**src/rtl/ternary_dot_pkg.sv**
```systemverilog
// Shared types, default widths and the product helper for the ternary dot-product sequencer.
package ternary_dot_pkg;

    typedef enum logic [1:0] {
        IDLE  = 2'd0,
        ACCUM = 2'd1,
        DONE  = 2'd2
    } state_e;

    localparam int DEF_N_TAPS = 8;
    localparam int DEF_DATA_W = 9;
    localparam int DEF_COEF_W = 2;
    localparam int DEF_ACC_W  = 16;

    // Width at which operands are sign-extended before multiplying; ACC_W must stay below it.
    localparam int PROD_W = 32;

    // Signed product of two operands already sign-extended to PROD_W bits.
    function automatic logic signed [PROD_W-1:0] sext_prod(
        input logic signed [PROD_W-1:0] x,
        input logic signed [PROD_W-1:0] c
    );
        return x * c;
    endfunction

endpackage

```
**src/rtl/dot_mac_unit.sv**
```systemverilog
// Combinational multiply-accumulate: sum = acc + x*c, wrapping modulo 2^ACC_W.
module dot_mac_unit
    import ternary_dot_pkg::*;
#(
    parameter int ACC_W  = DEF_ACC_W,
    parameter int DATA_W = DEF_DATA_W,
    parameter int COEF_W = DEF_COEF_W
) (
    input  logic signed [ACC_W-1:0]  acc_i,
    input  logic signed [DATA_W-1:0] x_i,
    input  logic signed [COEF_W-1:0] c_i,
    output logic signed [ACC_W-1:0]  sum_o
);

    logic signed [PROD_W-1:0]       x_ext;
    logic signed [PROD_W-1:0]       c_ext;
    logic signed [PROD_W-1:0]       prod;
    logic signed [ACC_W-1:0]        prod_lo;
    logic [PROD_W-ACC_W-1:0]        prod_hi_unused;

    // Sign-extend both operands, multiply, and keep only the accumulator-width low bits.
    always_comb begin
        x_ext          = PROD_W'(x_i);
        c_ext          = PROD_W'(c_i);
        prod           = sext_prod(x_ext, c_ext);
        prod_lo        = prod[ACC_W-1:0];
        prod_hi_unused = prod[PROD_W-1:ACC_W];
        sum_o          = acc_i + prod_lo;
    end

endmodule

```
**src/rtl/ternary_dot_seq.sv**
```systemverilog
// Frame sequencer: pairs each accepted sample with its coefficient, accumulates one MAC
// pass per sample and presents the frame's dot product on a valid/ready result port.
module ternary_dot_seq
    import ternary_dot_pkg::*;
#(
    parameter int N_TAPS = DEF_N_TAPS,
    parameter int DATA_W = DEF_DATA_W,
    parameter int COEF_W = DEF_COEF_W,
    parameter int ACC_W  = DEF_ACC_W
) (
    input  logic                        clk_i,
    input  logic                        rst_n_i,
    input  logic                        cfg_we_i,
    input  logic [$clog2(N_TAPS)-1:0]   cfg_addr_i,
    input  logic signed [COEF_W-1:0]    cfg_data_i,
    input  logic                        clr_i,
    input  logic                        in_valid_i,
    output logic                        in_ready_o,
    input  logic signed [DATA_W-1:0]    in_data_i,
    output logic                        out_valid_o,
    input  logic                        out_ready_i,
    output logic signed [ACC_W-1:0]     out_data_o,
    output logic                        busy_o
);

    localparam int IDX_W = $clog2(N_TAPS);
    localparam logic [IDX_W-1:0] LAST_IDX = IDX_W'(N_TAPS - 1);
    localparam logic [IDX_W-1:0] ONE_IDX  = IDX_W'(1);
    localparam bit ADDR_FULL = (N_TAPS == (1 << IDX_W));

    state_e                     state_q, state_d;
    logic [IDX_W-1:0]           tap_idx_q, tap_idx_d;
    logic signed [ACC_W-1:0]    acc_q, acc_d;
    logic                       out_valid_q, out_valid_d;
    logic signed [ACC_W-1:0]    out_data_q, out_data_d;
    logic signed [COEF_W-1:0]   coef_q [N_TAPS];

    logic signed [COEF_W-1:0]   coef_sel;
    logic signed [ACC_W-1:0]    mac_acc;
    logic signed [ACC_W-1:0]    mac_sum;
    logic                       accept;
    logic                       addr_ok;
    logic                       coef_we;

    // Handshake and datapath operand selection; a new frame always starts from a zero accumulator.
    always_comb begin
        in_ready_o  = (state_q == IDLE) || (state_q == ACCUM);
        busy_o      = (state_q != IDLE);
        out_valid_o = out_valid_q;
        out_data_o  = out_data_q;
        accept      = in_valid_i && in_ready_o && !clr_i;
        coef_sel    = coef_q[tap_idx_q];
        mac_acc     = (state_q == IDLE) ? '0 : acc_q;
        addr_ok     = ADDR_FULL || (32'(cfg_addr_i) < N_TAPS);
        coef_we     = cfg_we_i && (state_q == IDLE) && !clr_i && addr_ok;
    end

    dot_mac_unit #(
        .ACC_W  (ACC_W),
        .DATA_W (DATA_W),
        .COEF_W (COEF_W)
    ) u_mac (
        .acc_i (mac_acc),
        .x_i   (in_data_i),
        .c_i   (coef_sel),
        .sum_o (mac_sum)
    );

    // Next-state logic: clr overrides everything, otherwise walk IDLE -> ACCUM -> DONE -> IDLE.
    always_comb begin
        state_d     = state_q;
        tap_idx_d   = tap_idx_q;
        acc_d       = acc_q;
        out_valid_d = out_valid_q;
        out_data_d  = out_data_q;
        if (clr_i) begin
            state_d     = IDLE;
            tap_idx_d   = '0;
            acc_d       = '0;
            out_valid_d = 1'b0;
            out_data_d  = '0;
        end else begin
            unique case (state_q)
                IDLE: begin
                    if (accept) begin
                        acc_d     = mac_sum;
                        tap_idx_d = ONE_IDX;
                        state_d   = ACCUM;
                    end
                end
                ACCUM: begin
                    if (accept) begin
                        acc_d = mac_sum;
                        if (tap_idx_q == LAST_IDX) begin
                            tap_idx_d   = '0;
                            state_d     = DONE;
                            out_valid_d = 1'b1;
                            out_data_d  = mac_sum;
                        end else begin
                            tap_idx_d = tap_idx_q + ONE_IDX;
                        end
                    end
                end
                DONE: begin
                    if (out_ready_i) begin
                        acc_d       = '0;
                        out_valid_d = 1'b0;
                        out_data_d  = '0;
                        state_d     = IDLE;
                    end
                end
                default: begin
                    state_d     = IDLE;
                    tap_idx_d   = '0;
                    acc_d       = '0;
                    out_valid_d = 1'b0;
                    out_data_d  = '0;
                end
            endcase
        end
    end

    // State, tap counter, accumulator and result registers.
    always_ff @(posedge clk_i or negedge rst_n_i) begin
        if (!rst_n_i) begin
            state_q     <= IDLE;
            tap_idx_q   <= '0;
            acc_q       <= '0;
            out_valid_q <= 1'b0;
            out_data_q  <= '0;
        end else begin
            state_q     <= state_d;
            tap_idx_q   <= tap_idx_d;
            acc_q       <= acc_d;
            out_valid_q <= out_valid_d;
            out_data_q  <= out_data_d;
        end
    end

    // Coefficient table: writable only while idle, cleared by reset but kept across clr.
    always_ff @(posedge clk_i or negedge rst_n_i) begin
        if (!rst_n_i) begin
            for (int i = 0; i < N_TAPS; i++) begin
                coef_q[i] <= '0;
            end
        end else if (coef_we) begin
            coef_q[cfg_addr_i] <= cfg_data_i;
        end
    end

endmodule

```
**config.mk**
```make
export PLATFORM = sky130hd
export DESIGN_NAME = ternary_dot_seq
export DESIGN_NICKNAME = d
export VERILOG_FILES = /design/src/rtl/ternary_dot_pkg.sv /design/src/rtl/dot_mac_unit.sv /design/src/rtl/ternary_dot_seq.sv
export SDC_FILE = /design/constraint.sdc
export NUM_CORES = 1
export LEC_CHECK = 0
export CAP_MARGIN = 25
export CELL_PAD_IN_SITES_DETAIL_PLACEMENT = 2
export CELL_PAD_IN_SITES_GLOBAL_PLACEMENT = 2
export CORE_ASPECT_RATIO = 1.5
export CORE_MARGIN = 2
export CORE_UTILIZATION = 37
export DETAILED_ROUTE_END_ITERATION = 16
export HOLD_SLACK_MARGIN = 0.1
export PLACE_DENSITY = 0.79
export RECOVER_POWER = 50
export SETUP_SLACK_MARGIN = 0.5
export SLEW_MARGIN = 40
export SYNTH_ARGS = -nofsm -noshare
export SYNTH_HDL_FRONTEND = slang
export SYNTH_SLANG_ARGS = --single-unit
export TNS_END_PERCENT = 1
```
**constraint.sdc**
```tcl
create_clock -name clk_i -period 5.6 [get_ports clk_i]
set_input_delay 1.12 -clock clk_i [delete_from_list [all_inputs] [get_ports clk_i]]
set_output_delay 1.12 -clock clk_i [all_outputs]
set_load 0.1 [all_outputs]
```
# == Word-level counts from Yosys, hierarchy flattened ==
# Cells that the tools add are included.
# classes
n_addsub,2
n_reduce_logical,14
mul,1
mux,31
eq_ne,10
n_lt_le_gt_ge,3
bitwise_logic,2
# ops
operator,count
16-bit 2-to-1 mux,7
16-bit one-hot mux with 3 select lines,1
16-bit one-hot mux with 2 select lines,1
16-bit adder,1
16-bit bitwise mux,1
2-bit 2-to-1 mux,8
3-bit 2-to-1 mux,4
9-bit by 2-bit multiplier with 11-bit output,1
3-bit != test (second input constant),3
3-bit one-hot mux with 3 select lines,1
4-bit greater-or-equal comparator (second input constant),2
3-bit inverter with 4-bit output,2
4-bit AND reduction,2
2-bit binary-select mux with 3-bit select,1
2-bit demux with 3-bit select,1
2-bit one-hot mux with 3 select lines,1
1-bit logical AND,5
4-bit by 1-bit < comparator with 1-bit output (second input constant),1
1-bit 2-to-1 mux,4
2-bit != test (second input constant),2
3-bit by 1-bit adder with 3-bit output (second input constant),1
3-bit == test (second input constant),1
3-bit by 1-bit != test with 1-bit output (second input constant),1
3-bit by 2-bit != test with 1-bit output (second input constant),1
10 further kinds,10
# totals
ff_bits,54
inputBits,20
elab_cells,76
output_inout_bits,19

# == Depth between registers and ports, before layout ==
# logic_depth
word_depth,10
mapped_depth,22

# == Modules after synthesis ==
# Synthesis repeated with hierarchy kept, for this count alone.
# hier_totals
cells_unflattened,382
hier_area_um2,3917.5
# modules_own_cells
module,n_inst,cells_per_inst,area_per_inst_um2,seq_area_each_um2
ternary_dot_seq,1,212,2631.3,1351.3
dot_mac_unit,1,170,1286.2,0.0

# == Least setup slack after synthesis ==
# No wires, ideal clock.
# synth_path
kind,register -> register
start,register tap_idx_q[0]
end,register acc_q[15]
t_required_ps,5478
path_stages_with_launch,21
setup_time_ps,122
arrival_ps,5034
synth_period_minus_slack_ps,5155
n_path_buf,1
slack_ps,445
cell_sequence,dfrtp_1 -> clkbuf_1 -> mux4_2 -> mux2i_1 -> nor2_1 -> ha_1 -> ha_1 -> inv_1 -> fa_1 -> nand2b_1 -> a21oi_2 -> o21a_4 -> nand2_1 -> ha_1 -> a21oi_1 -> o21ai_0 -> and2_1 -> o211a_1 -> a211oi_1 -> nand2_1 -> a32o_1
# synth_via
elab_chain_len,9
# synth_rtl
element,line_no,rtl
"start, declared",ternary_dot_seq.sv:32,"logic [IDX_W-1:0] tap_idx_q, tap_idx_d;"
"start signal, assigned",ternary_dot_seq.sv:133,tap_idx_q <= tap_idx_d;
3-bit inverter with 4-bit output (implied by the code),ternary_dot_seq.sv:52,coef_sel = coef_q[tap_idx_q];
2-bit binary-select mux with 3-bit select,ternary_dot_seq.sv:52,
2-bit 2-to-1 mux (implied by the code) (2 in series),ternary_dot_seq.sv:52,
9-bit by 2-bit multiplier with 11-bit output,ternary_dot_pkg.sv:23,return x * c;
16-bit adder,dot_mac_unit.sv:28,sum_o = acc_i + prod_lo;
16-bit 2-to-1 mux,"ternary_dot_seq.sv:85, ternary_dot_seq.sv:92",
16-bit one-hot mux with 2 select lines,ternary_dot_seq.sv:83,unique case (state_q)
16-bit 2-to-1 mux,ternary_dot_seq.sv:76,if (clr_i) begin
"end signal, assigned",ternary_dot_seq.sv:128,acc_q <= '0;
"end signal, assigned",ternary_dot_seq.sv:134,acc_q <= acc_d;
"end, declared",ternary_dot_seq.sv:33,"logic signed [ACC_W-1:0] acc_q, acc_d;"
# No other way between the ends. The select of a mux whose other input is x is not followed.
# A chain may end at the register's enable or synchronous reset.

# == Worst setup path after layout ==
# Ends and elaborated chain as after synthesis.

==> qor.yml <==
final_design_area_no_fill_mm2: 0.00479
p_leak_uw: 0.00225
grt_pass1_wl_um: 18200
crit_type: "reg2reg"
routed_wl_um: 12000
crit_family: "compound AO/OA/AOI/OAI gates"
first_global_vias: 3523
grt_max_degree: 55
finalNetCount: 492
synth-edff-count: 0
final_hold_viol_count: 0
min_period_ns: 4.97
vias: 3191
fill_cells: 1050
final_util_pct: 47.8
synth-seq-area-share_pct: 35.9
slowest_delay_ns: 0.56
io_buffers: 38
worst_skew_pair.late_latency_ns: 0.30
tightestPinTransition_ns: 2.99
violations: "max-capacitance violations, max-slew violations"
worst_path_max_delay_cell: "mux4_2"
drtPass1Iterations: 4
path_clk_slew_ns: 0.07
async_reset_ff_share_pct: 100
crit_top_cell: "ha_1"
synth.distinct_cells: 53
synthFlopType: "dfrtp_1"
htree_levels: 2
ir_drop_mv: 0.212
overflow: 0
critPathCaptureType: "register"
syn_area_per_cell_um2: 9.94
grt_antenna_before_repair: 0
cts.path.max_buffers: 2
die_h_um: 128
start_kind: "register"
synth_cells: 379
place_area_mm2: 0.00425
drc: 0
drv_cap: 1
die_w_um: 86.4
ys_seq_elements: 54
worst_ep_required_time_ns: 5.79
place_ws_ns: -0.176
worstPathArrival_ns: 5.16
power_density_mw_per_mm2: 344
min_period_over_period_pct: 88.8
place_hpwl_um: 8260
syn_area_mm2: 0.00377
cts_tree: "done"
syn2layout_area_growth_pct: 27.0
slew_headroom_pct: -99.1
cts_root_buf: "clkbuf_16"
die-area_mm2: 0.0110
rsz0062_at_grt: "no"
hold_class: "reg2reg"
skew_ns: 0.00505
gp_congestion: 0.790
max_freq_mhz: 201
design.portCount: 39
synthesis.nets: 435
slew_violations: 55
fp-row-count: 45
finalSetupTns_ns: 0
grt_usage_pct: 21.0
yosys_warnings: 0
cp_max_fo: 7
wire_per_inst_um: 21.7
setup_viol: 0
numCtsBuffers: 5
setup_slack_ns: 0.628
initial_core_util_pct: 37.6
dr.first_iter.drc_count: 78
crit_buf_inv: 3
path_cells: "buf_6, mux4_2, mux2i_4, buf_6, nor2b_1, ha_1, ha_1, a21o_1, a21oi_2, o21bai_1, a21oi_2, o21ai_1, xor2_1, ha_1, buf_4, nand2_1, o21ai_2, and2_1, o211a_1, a211oi_2, nand2_1, a32o_1"
cts_sinks: 54
drive_gt1_share_pct: 26.8
status: "finished with violations"
core-area_mm2: 0.0100
antenna_cells: 0
antenna_left: 0
viasPerCell: 5.76
[worst register-to-register path: stages, from the launching register on]
cell and delay [ns]:
dfrtp_2 0.48, buf_6 0.15, mux4_2 0.56, mux2i_4 0.24, buf_6 0.18, nor2b_1 0.06
ha_1 0.30, ha_1 0.31, a21o_1 0.19, a21oi_2 0.17, o21bai_1 0.11, a21oi_2 0.18
o21ai_1 0.11, xor2_1 0.15, ha_1 0.31, buf_4 0.15, nand2_1 0.07, o21ai_2 0.09
and2_1 0.17, o211a_1 0.21, a211oi_2 0.29, nand2_1 0.12, a32o_1 0.27
[report_power, final]
part / switching [uW] / internal [uW] / total (uW)
registers: 37.0 / 443 / 480
clock network: 147 / 269 / 415
logic: 410 / 341 / 750
total: 593 / 1050 / 1650
[per-layer routing]
metal	global-route usage [%]	share of wire (%)	routed length [um]
met4	6.25	3.1	377
met2	40.0	56	6710
met3	1.87	1.4	174
met5	0	0	0
met1	24.4	40	4740
[path summary, 6_finish.rpt]
kind	from	end	slack (ns)	depth (start not counted)
hold reg to reg	acc_q[2]$_DFFE_PN0P_	acc_q[2]$_DFFE_PN0P_	0.49	2
min in group asynchronous	rst_n_i	out_data_o[1]$_DFFE_PN0P_	1.88	2
hold / removal	acc_q[2]$_DFFE_PN0P_	acc_q[2]$_DFFE_PN0P_	0.49	2
max in group asynchronous	rst_n_i	tap_idx_q[0]$_DFFE_PN0P_	1.81	2
setup reg to reg	tap_idx_q[0]$_DFFE_PN0P_	acc_q[15]$_DFFE_PN0P_	0.63	22
setup / recovery	tap_idx_q[0]$_DFFE_PN0P_	acc_q[15]$_DFFE_PN0P_	0.63	22
[logic make-up (layout without fill, tap and decap cells)]
group / Yosys count / in the layout / synth area share [%]
adders and majority gates: 36 / 36 / 12.5
DFF: 54 / 54 / 35.9
buffers and inverters: 30 / 88 / 3.05
xor gates and xnor gates: 17 / 17 / 3.95
AOI/OAI and AO/OA: 102 / 102 / 20.5
and+or+nand+nor: 116 / 116 / 15.9
muxes: 24 / 24 / 8.23
[timing repair]
item / CTS / global route
hold buffers: 0 / 0
gates resized for setup: 18 / 35
pin swaps: 2 / 17
cloned: 0 / 2
setup endpoints to repair: 9 / 8
setup buffers: 2 / 9
[synthesized netlist by cell type (all sizes together) (2+ instances only)]
cell type | number | area share [%]
ha | 33 | 11
xor2 | 5 | 1.2
a21o | 8 | 1.6
a211oi | 5 | 1.0
fa | 3 | 1.6
and2 | 16 | 2.7
mux2 | 16 | 4.8
dfrtp | 54 | 36
mux4 | 4 | 2.4
or2 | 3 | 0.50
nand2b | 9 | 1.5
xnor2 | 12 | 2.8
o211ai | 4 | 0.80
nor2b | 8 | 1.3
o21a | 2 | 0.60
and3 | 2 | 0.37
nor2 | 26 | 2.6
buf | 2 | 0.27
o41ai | 2 | 0.46
nor3b | 2 | 0.40
a22o | 21 | 4.9
mux2i | 4 | 1.1
o21ai | 16 | 2.2
clkbuf | 13 | 1.3
nand3b | 3 | 0.60
a32o | 5 | 1.3
nor3 | 2 | 0.40
a21oi | 26 | 3.9
inv | 15 | 1.5
o21bai | 2 | 0.40
nand2 | 33 | 3.3
or4 | 2 | 0.60
nand3 | 7 | 0.93
[sequential cells by signal (all words and copies together) (netlist names)]
signal       flops
acc_q           16
coef_q          16
out_data_o      16
out_valid_o      1
state_q          2
tap_idx_q        3
[cell usage in the layout, fill, tap and decap left out, drive strengths merged, types with 5 or more instances in the layout]
cell / n
buf: 40
and2: 16
inv: 15
nand3: 7
mux2: 16
a211oi: 5
ha: 33
clkdlybuf4s50: 16
dfrtp: 54
nor2: 26
a21oi: 26
xor2: 5
a22o: 21
nand2b: 9
a32o: 5
nand2: 33
nor2b: 8
a21o: 8
clkbuf: 13
xnor2: 12
o21ai: 16
[final cells by class]
class	count	area, um^2	area share [%]
multi-input combinational	295	2520	52.7
sequential	54	1350	28.3
timing repair buffer	65	508	10.6
tap	117	146	3.06
clock buffer	6	139	2.90
clock inverter	2	60.1	1.25
inverter	15	56.3	1.18
[per-stage QoR]
| step | std cells | power, uW | hold WS, ns |
|---|---|---|---|
| floorplan | 379 | 901 | 0.435 |
| global placement | 533 | 1060 | 0.448 |
| detailed placement | 533 | 1090 | 0.470 |
| CTS | 543 | 1570 | 0.491 |
| global route | 554 | 1750 | 0.518 |
| finish | 554 | 1650 | 0.488 |
Note: power is estimated with default switching activity, not from simulation.
